**src/rtl/uart_rx.sv**
```systemverilog
// 8N1 serial receiver with a one-entry byte buffer, overrun flag and frame-error pulse.
// Optional build macro UART_RX_MAJORITY_EN: 2-of-3 vote per bit, one cycle later.
module uart_rx #(
    parameter int CLKS_PER_BIT = 1085
) (
    input  logic       clk,
    input  logic       rst,
    input  logic       rx_in,
    input  logic       ren,
    output logic [7:0] dout,
    output logic       valid,
    output logic       overrun,
    output logic       frame_err
);

    localparam int CNT_W = (CLKS_PER_BIT > 1) ? $clog2(CLKS_PER_BIT) : 1;
    localparam int HALF  = CLKS_PER_BIT / 2;
`ifdef UART_RX_MAJORITY_EN
    localparam int START_DEC = HALF + 1;
`else
    localparam int START_DEC = HALF;
`endif
    localparam logic [CNT_W-1:0] START_LAST = CNT_W'(START_DEC);
    localparam logic [CNT_W-1:0] BIT_LAST   = CNT_W'(CLKS_PER_BIT - 1);

    typedef enum logic [2:0] {
        IDLE,
        START,
        DATA,
        STOP,
        BREAK
    } state_t;

    state_t           state;
    logic [CNT_W-1:0] cnt;
    logic [2:0]       bit_idx;
    logic [7:0]       shreg;
    logic             rx_meta_p0;
    logic             rxs;
    logic             bit_val;

    function automatic logic vote(input logic a, input logic b, input logic c);
        return (a & b) | (a & c) | (b & c);
    endfunction

    // Synchronizer stage: rx_in -> rx_meta_p0 -> rxs, idle-high after reset
    always_ff @(posedge clk or posedge rst) begin
        if (rst) begin
            rx_meta_p0 <= 1'b1;
            rxs        <= 1'b1;
        end else begin
            rx_meta_p0 <= rx_in;
            rxs        <= rx_meta_p0;
        end
    end

`ifdef UART_RX_MAJORITY_EN
    logic [1:0] hist;

    // Vote window: the two previous rxs samples plus the current one
    always_ff @(posedge clk or posedge rst) begin
        if (rst) begin
            hist <= 2'b11;
        end else begin
            hist <= {hist[0], rxs};
        end
    end

    always_comb begin
        bit_val = vote(hist[1], hist[0], rxs);
    end
`else
    always_comb begin
        bit_val = rxs;
    end
`endif

    // Frame FSM and registered output buffer
    always_ff @(posedge clk or posedge rst) begin
        if (rst) begin
            state     <= IDLE;
            cnt       <= '0;
            bit_idx   <= 3'd0;
            shreg     <= 8'h00;
            dout      <= 8'h00;
            valid     <= 1'b0;
            overrun   <= 1'b0;
            frame_err <= 1'b0;
        end else begin
            frame_err <= 1'b0;
            if (ren && valid) begin
                valid   <= 1'b0;
                overrun <= 1'b0;
            end

            case (state)
                IDLE: begin
                    cnt <= '0;
                    if (!rxs) begin
                        state <= START;
                    end
                end

                START: begin
                    if (cnt == START_LAST) begin
                        cnt     <= '0;
                        bit_idx <= 3'd0;
                        state   <= bit_val ? IDLE : DATA;
                    end else begin
                        cnt <= cnt + 1'b1;
                    end
                end

                DATA: begin
                    if (cnt == BIT_LAST) begin
                        cnt     <= '0;
                        shreg   <= {bit_val, shreg[7:1]};
                        bit_idx <= bit_idx + 3'd1;
                        if (bit_idx == 3'd7) begin
                            state <= STOP;
                        end
                    end else begin
                        cnt <= cnt + 1'b1;
                    end
                end

                STOP: begin
                    if (cnt == BIT_LAST) begin
                        cnt <= '0;
                        if (bit_val) begin
                            // A read in the same cycle consumes the old byte, so no overrun
                            dout    <= shreg;
                            valid   <= 1'b1;
                            overrun <= valid & ~ren;
                            state   <= IDLE;
                        end else begin
                            frame_err <= 1'b1;
                            state     <= BREAK;
                        end
                    end else begin
                        cnt <= cnt + 1'b1;
                    end
                end

                BREAK: begin
                    if (rxs) begin
                        state <= IDLE;
                    end
                end

                default: begin
                    state <= IDLE;
                end
            endcase
        end
    end

endmodule

```
**config.mk**
```make
export PLATFORM = sky130hd
export DESIGN_NAME = uart_rx
export DESIGN_NICKNAME = d
export VERILOG_FILES = /design/src/rtl/uart_rx.sv
export SDC_FILE = /design/constraint.sdc
export NUM_CORES = 1
export LEC_CHECK = 0
export BUFFER_PORTS_ARGS = -buffer_cell sky130_fd_sc_hd__clkbuf_2
export CAP_MARGIN = 20
export CORE_MARGIN = 1
export CORE_UTILIZATION = 38
export CTS_CLUSTER_SIZE = 25
export DETAILED_ROUTE_END_ITERATION = 8
export HOLD_SLACK_MARGIN = 0.15
export SETUP_SLACK_MARGIN = 0.2
export SLEW_MARGIN = 20
export SYNTH_ARGS = -nofsm -noshare
export SYNTH_HDL_FRONTEND = slang
export SYNTH_SLANG_ARGS = --single-unit
```
**constraint.sdc**
```tcl
create_clock -name clk -period 2.8 [get_ports clk]
set_input_delay 0.14 -clock clk [delete_from_list [all_inputs] [get_ports clk]]
set_output_delay 0.14 -clock clk [all_outputs]
set_load 0.05 [all_outputs]
```
==> out/qor.csv <==
metric,value,unit
area grow syn2layout,13.5,%
Lkg Pwr,0.963,nW
top-area cell type share of the netlist area,0.504,
register bit count reported by yosys,38,
Top Ports,15,
Clock Latency Late Sink,0.29,ns
Max Transition Viols Final,0,
final clock period utilization by the worst path,0.690,
die area,4980,µm²
power per cell area,475,nW/µm²
Synthesized Nets,164,
Clock H-tree levels,2,
first drt pass iteration count,8,
GP Congestion,0.832,
leading post-synthesis cells by cell area,"sky130_fd_sc_hd__dfrtp_1 50%, sky130_fd_sc_hd__mux2_2 10%, sky130_fd_sc_hd__ha_1 3.5%, sky130_fd_sc_hd__dfstp_2 2.9%, sky130_fd_sc_hd__xnor2_1 2.9%",
Post-Synthesis Mean Instance Area,11.5,µm²
Total Wirelength,3040,µm
number of DRC markers in iteration 0,73,
count of nets left with antenna violations after detail routing,0,
fillcell total,420,
overall track demand over capacity in global routing,0.144,
endpoints failing setup,0,
Vias/cell,5.13,
Core ar.,4440,µm²
Worst VDD drop,0.000233,V
Port Buf Inserts,14,
max-capacitance violation count,0,
measured slew at the worst slew-check pin,0.534,ns
"critical path fanouts, max",11,
die boundary height,70.6,µm
Setup CP Type,flop to flop,
final standard cell area without fillers,2030,µm²
hold crit path type,flop to flop,
final hold vios,0,
CP required,2.97,ns
highest cell delay on the worst timing path,0.49,ns
Final Instance Count excl. Fillers,228,
vias in the first global route,1185,
Yosys Warn Count,0,
maximum clock path buffer count,2,
Max Clock Freq,0.518,GHz
critical path's top delay family,simple AND/OR/NAND/NOR gates,
top cells by instance count after synthesis,"36 x sky130_fd_sc_hd__dfrtp_1, 16 x sky130_fd_sc_hd__mux2_2, 13 x sky130_fd_sc_hd__nor2_1",
CTS tree,done,
outcome,finished with violations,
flip-flop cell with the highest count after synthesis,sky130_fd_sc_hd__dfrtp_1,
final worst path period need,1.93,ns
root buf cell,sky130_fd_sc_hd__clkbuf_8,
startpoint types,flop,
most repeated cell in the gate-level netlist after synthesis,sky130_fd_sc_hd__dfrtp_1,
ratio of cells with drive above 1 in the final layout,0.267,
share of async-settable or async-resettable flops after synthesis,1.00,
slowest CP cell,sky130_fd_sc_hd__and4_1,
failing checks,design-rule violations,
HPWL reported at the end of detailed placement,2160,µm
clock net sink count,38,
share of the yosys chip area belonging to registers,0.533,
number of distinct library cell variants in the gate-level netlist after synthesis,42,
clock buffer count from CTS,5,
number of enable-type register cells in the synthesized netlist,0,
number of core rows,24,
Final Skew,0.00370,ns
RSZ-0062 raised after global routing,no,
average wire per cell in the routed design,13.4,µm
number of nets at the end of the flow,184,
area used by multi-input combinational logic,771,µm²
netlist area before placement,1790,µm²
post-synthesis instance total,155,
Via Count,1169,
count of buffering cells on the critical path with inverters included,1,
number of antenna diodes,0,
number of antenna violations at the first check in global routing,0,
floorplan die width,70.6,µm
placed cell area,1900,µm²
clock-pin slew on the worst setup and hold paths,0.07,ns
power consumption,0.963,mW
total area of sequential cells,953,µm²
initial core utilization,0.402,
worst hold slack,0.363,ns
maximum number of pins on one net before global-route repair,39,
"area leader, netlist",sky130_fd_sc_hd__dfrtp_1,
Residual DRC,2,
Congestion Overflow GR,0,
global-route wire length before repair,5510,µm
dpl cells,217,
kind of capture point of the worst setup path,flop,
worst-path cell chain,inv_1 -> ha_1 -> and3b_1 -> and4_1 -> mux2_2,
setup_tns,0,ns
relative max-transition margin,0.644,
critical path arrival,2.11,ns
==> per-stage QoR <==
step / setup slack, ns / utilization
after CTS: 0.873 / 0.457
after detailed placement: 0.882 / 0.428
after global routing: 0.770 / 0.457
final: 0.868 / 0.457
after floorplan: 1.14 / -
after global placement: 0.938 / 0.428
==> layout make-up <==
type / count / share of cell area
flip-flops and latches: 38 / 0.470
clock inverters: 2 / 0.00617
clock buffers: 6 / 0.0407
repair buffers: 18 / 0.0530
inverters: 10 / 0.0185
multi-input cells: 102 / 0.380
well taps: 52 / 0.0321
==> what timing repair did <==
action,CTS,global route
gates resized for setup,0,0
buffers inserted,0,0
hold buffers,3,0
endpoints found under the hold margin,39,0
==> cell families after synthesis <==
kind of cell	count (synthesis)	share of synthesized area
muxes	18	0.112
xor gates and xnor gates	7	0.0343
DFF	38	0.533
AOI/OAI and AO/OA	18	0.0665
buffers and inverters	15	0.0357
adders and majority gates	5	0.0350
and+or+nand+nor	54	0.183
==> cells in the final DEF (no fill, tap or decap), drive strengths merged, types with 3 or more instances in the layout <==
master,Yosys,routed
mux2,16,16
dlygate4sd3,0,3
a21oi,5,5
inv,10,10
nor3,3,3
clkbuf,4,20
nand2,9,9
o21ai,6,6
nand4,4,4
xnor2,6,6
ha,5,5
nand4b,3,3
nor2,13,13
nand3,5,5
dfrtp,36,36
==> where the power goes <==
part           switching (mW)  total, mW  leakage, nW  internal [mW]
logic                  0.0167     0.0238        0.408        0.00708
registers             0.00185      0.554        0.508          0.552
clock network           0.187      0.385       0.0472          0.198
total                   0.206      0.963        0.963          0.757
==> final timing paths <==
| check | slack, ns | from | end | depth (start not counted) |
|---|---|---|---|---|
| min in group asynchronous | 0.48 | rst | cnt[6] | 4 |
| hold / removal | 0.36 | rx_meta_p0 | bit_val | 0 |
| setup reg to reg | 0.87 | cnt[0] | shreg[5] | 5 |
| max in group asynchronous | 1.97 | rst | bit_val | 4 |
| setup / recovery | 0.87 | cnt[0] | shreg[5] | 5 |
| hold reg to reg | 0.36 | rx_meta_p0 | bit_val | 0 |
==> state kept, by name, summed over array words and instances (netlist names) <==
name and cells:
cnt 11, dout 8, shreg 8, bit_idx 3, state 3, bit_val 1, frame_err 1, overrun 1
rx_meta_p0 1, valid 1
==> routing by layer <==
| metal | wire (µm) | GRT usage | vias up | part of all wire |
|---|---|---|---|---|
| li1 | - | - | 582 | - |
| met1 | 1440 | 0.185 | 565 | 0.47 |
| met5 | 0 | 0 | - | 0 |
| met2 | 1440 | 0.225 | 16 | 0.47 |
| met4 | 65 | 0.0667 | 0 | 0.021 |
| met3 | 99 | 0.0427 | 6 | 0.033 |
No activity file was read; power rests on OpenSTA's default activity.
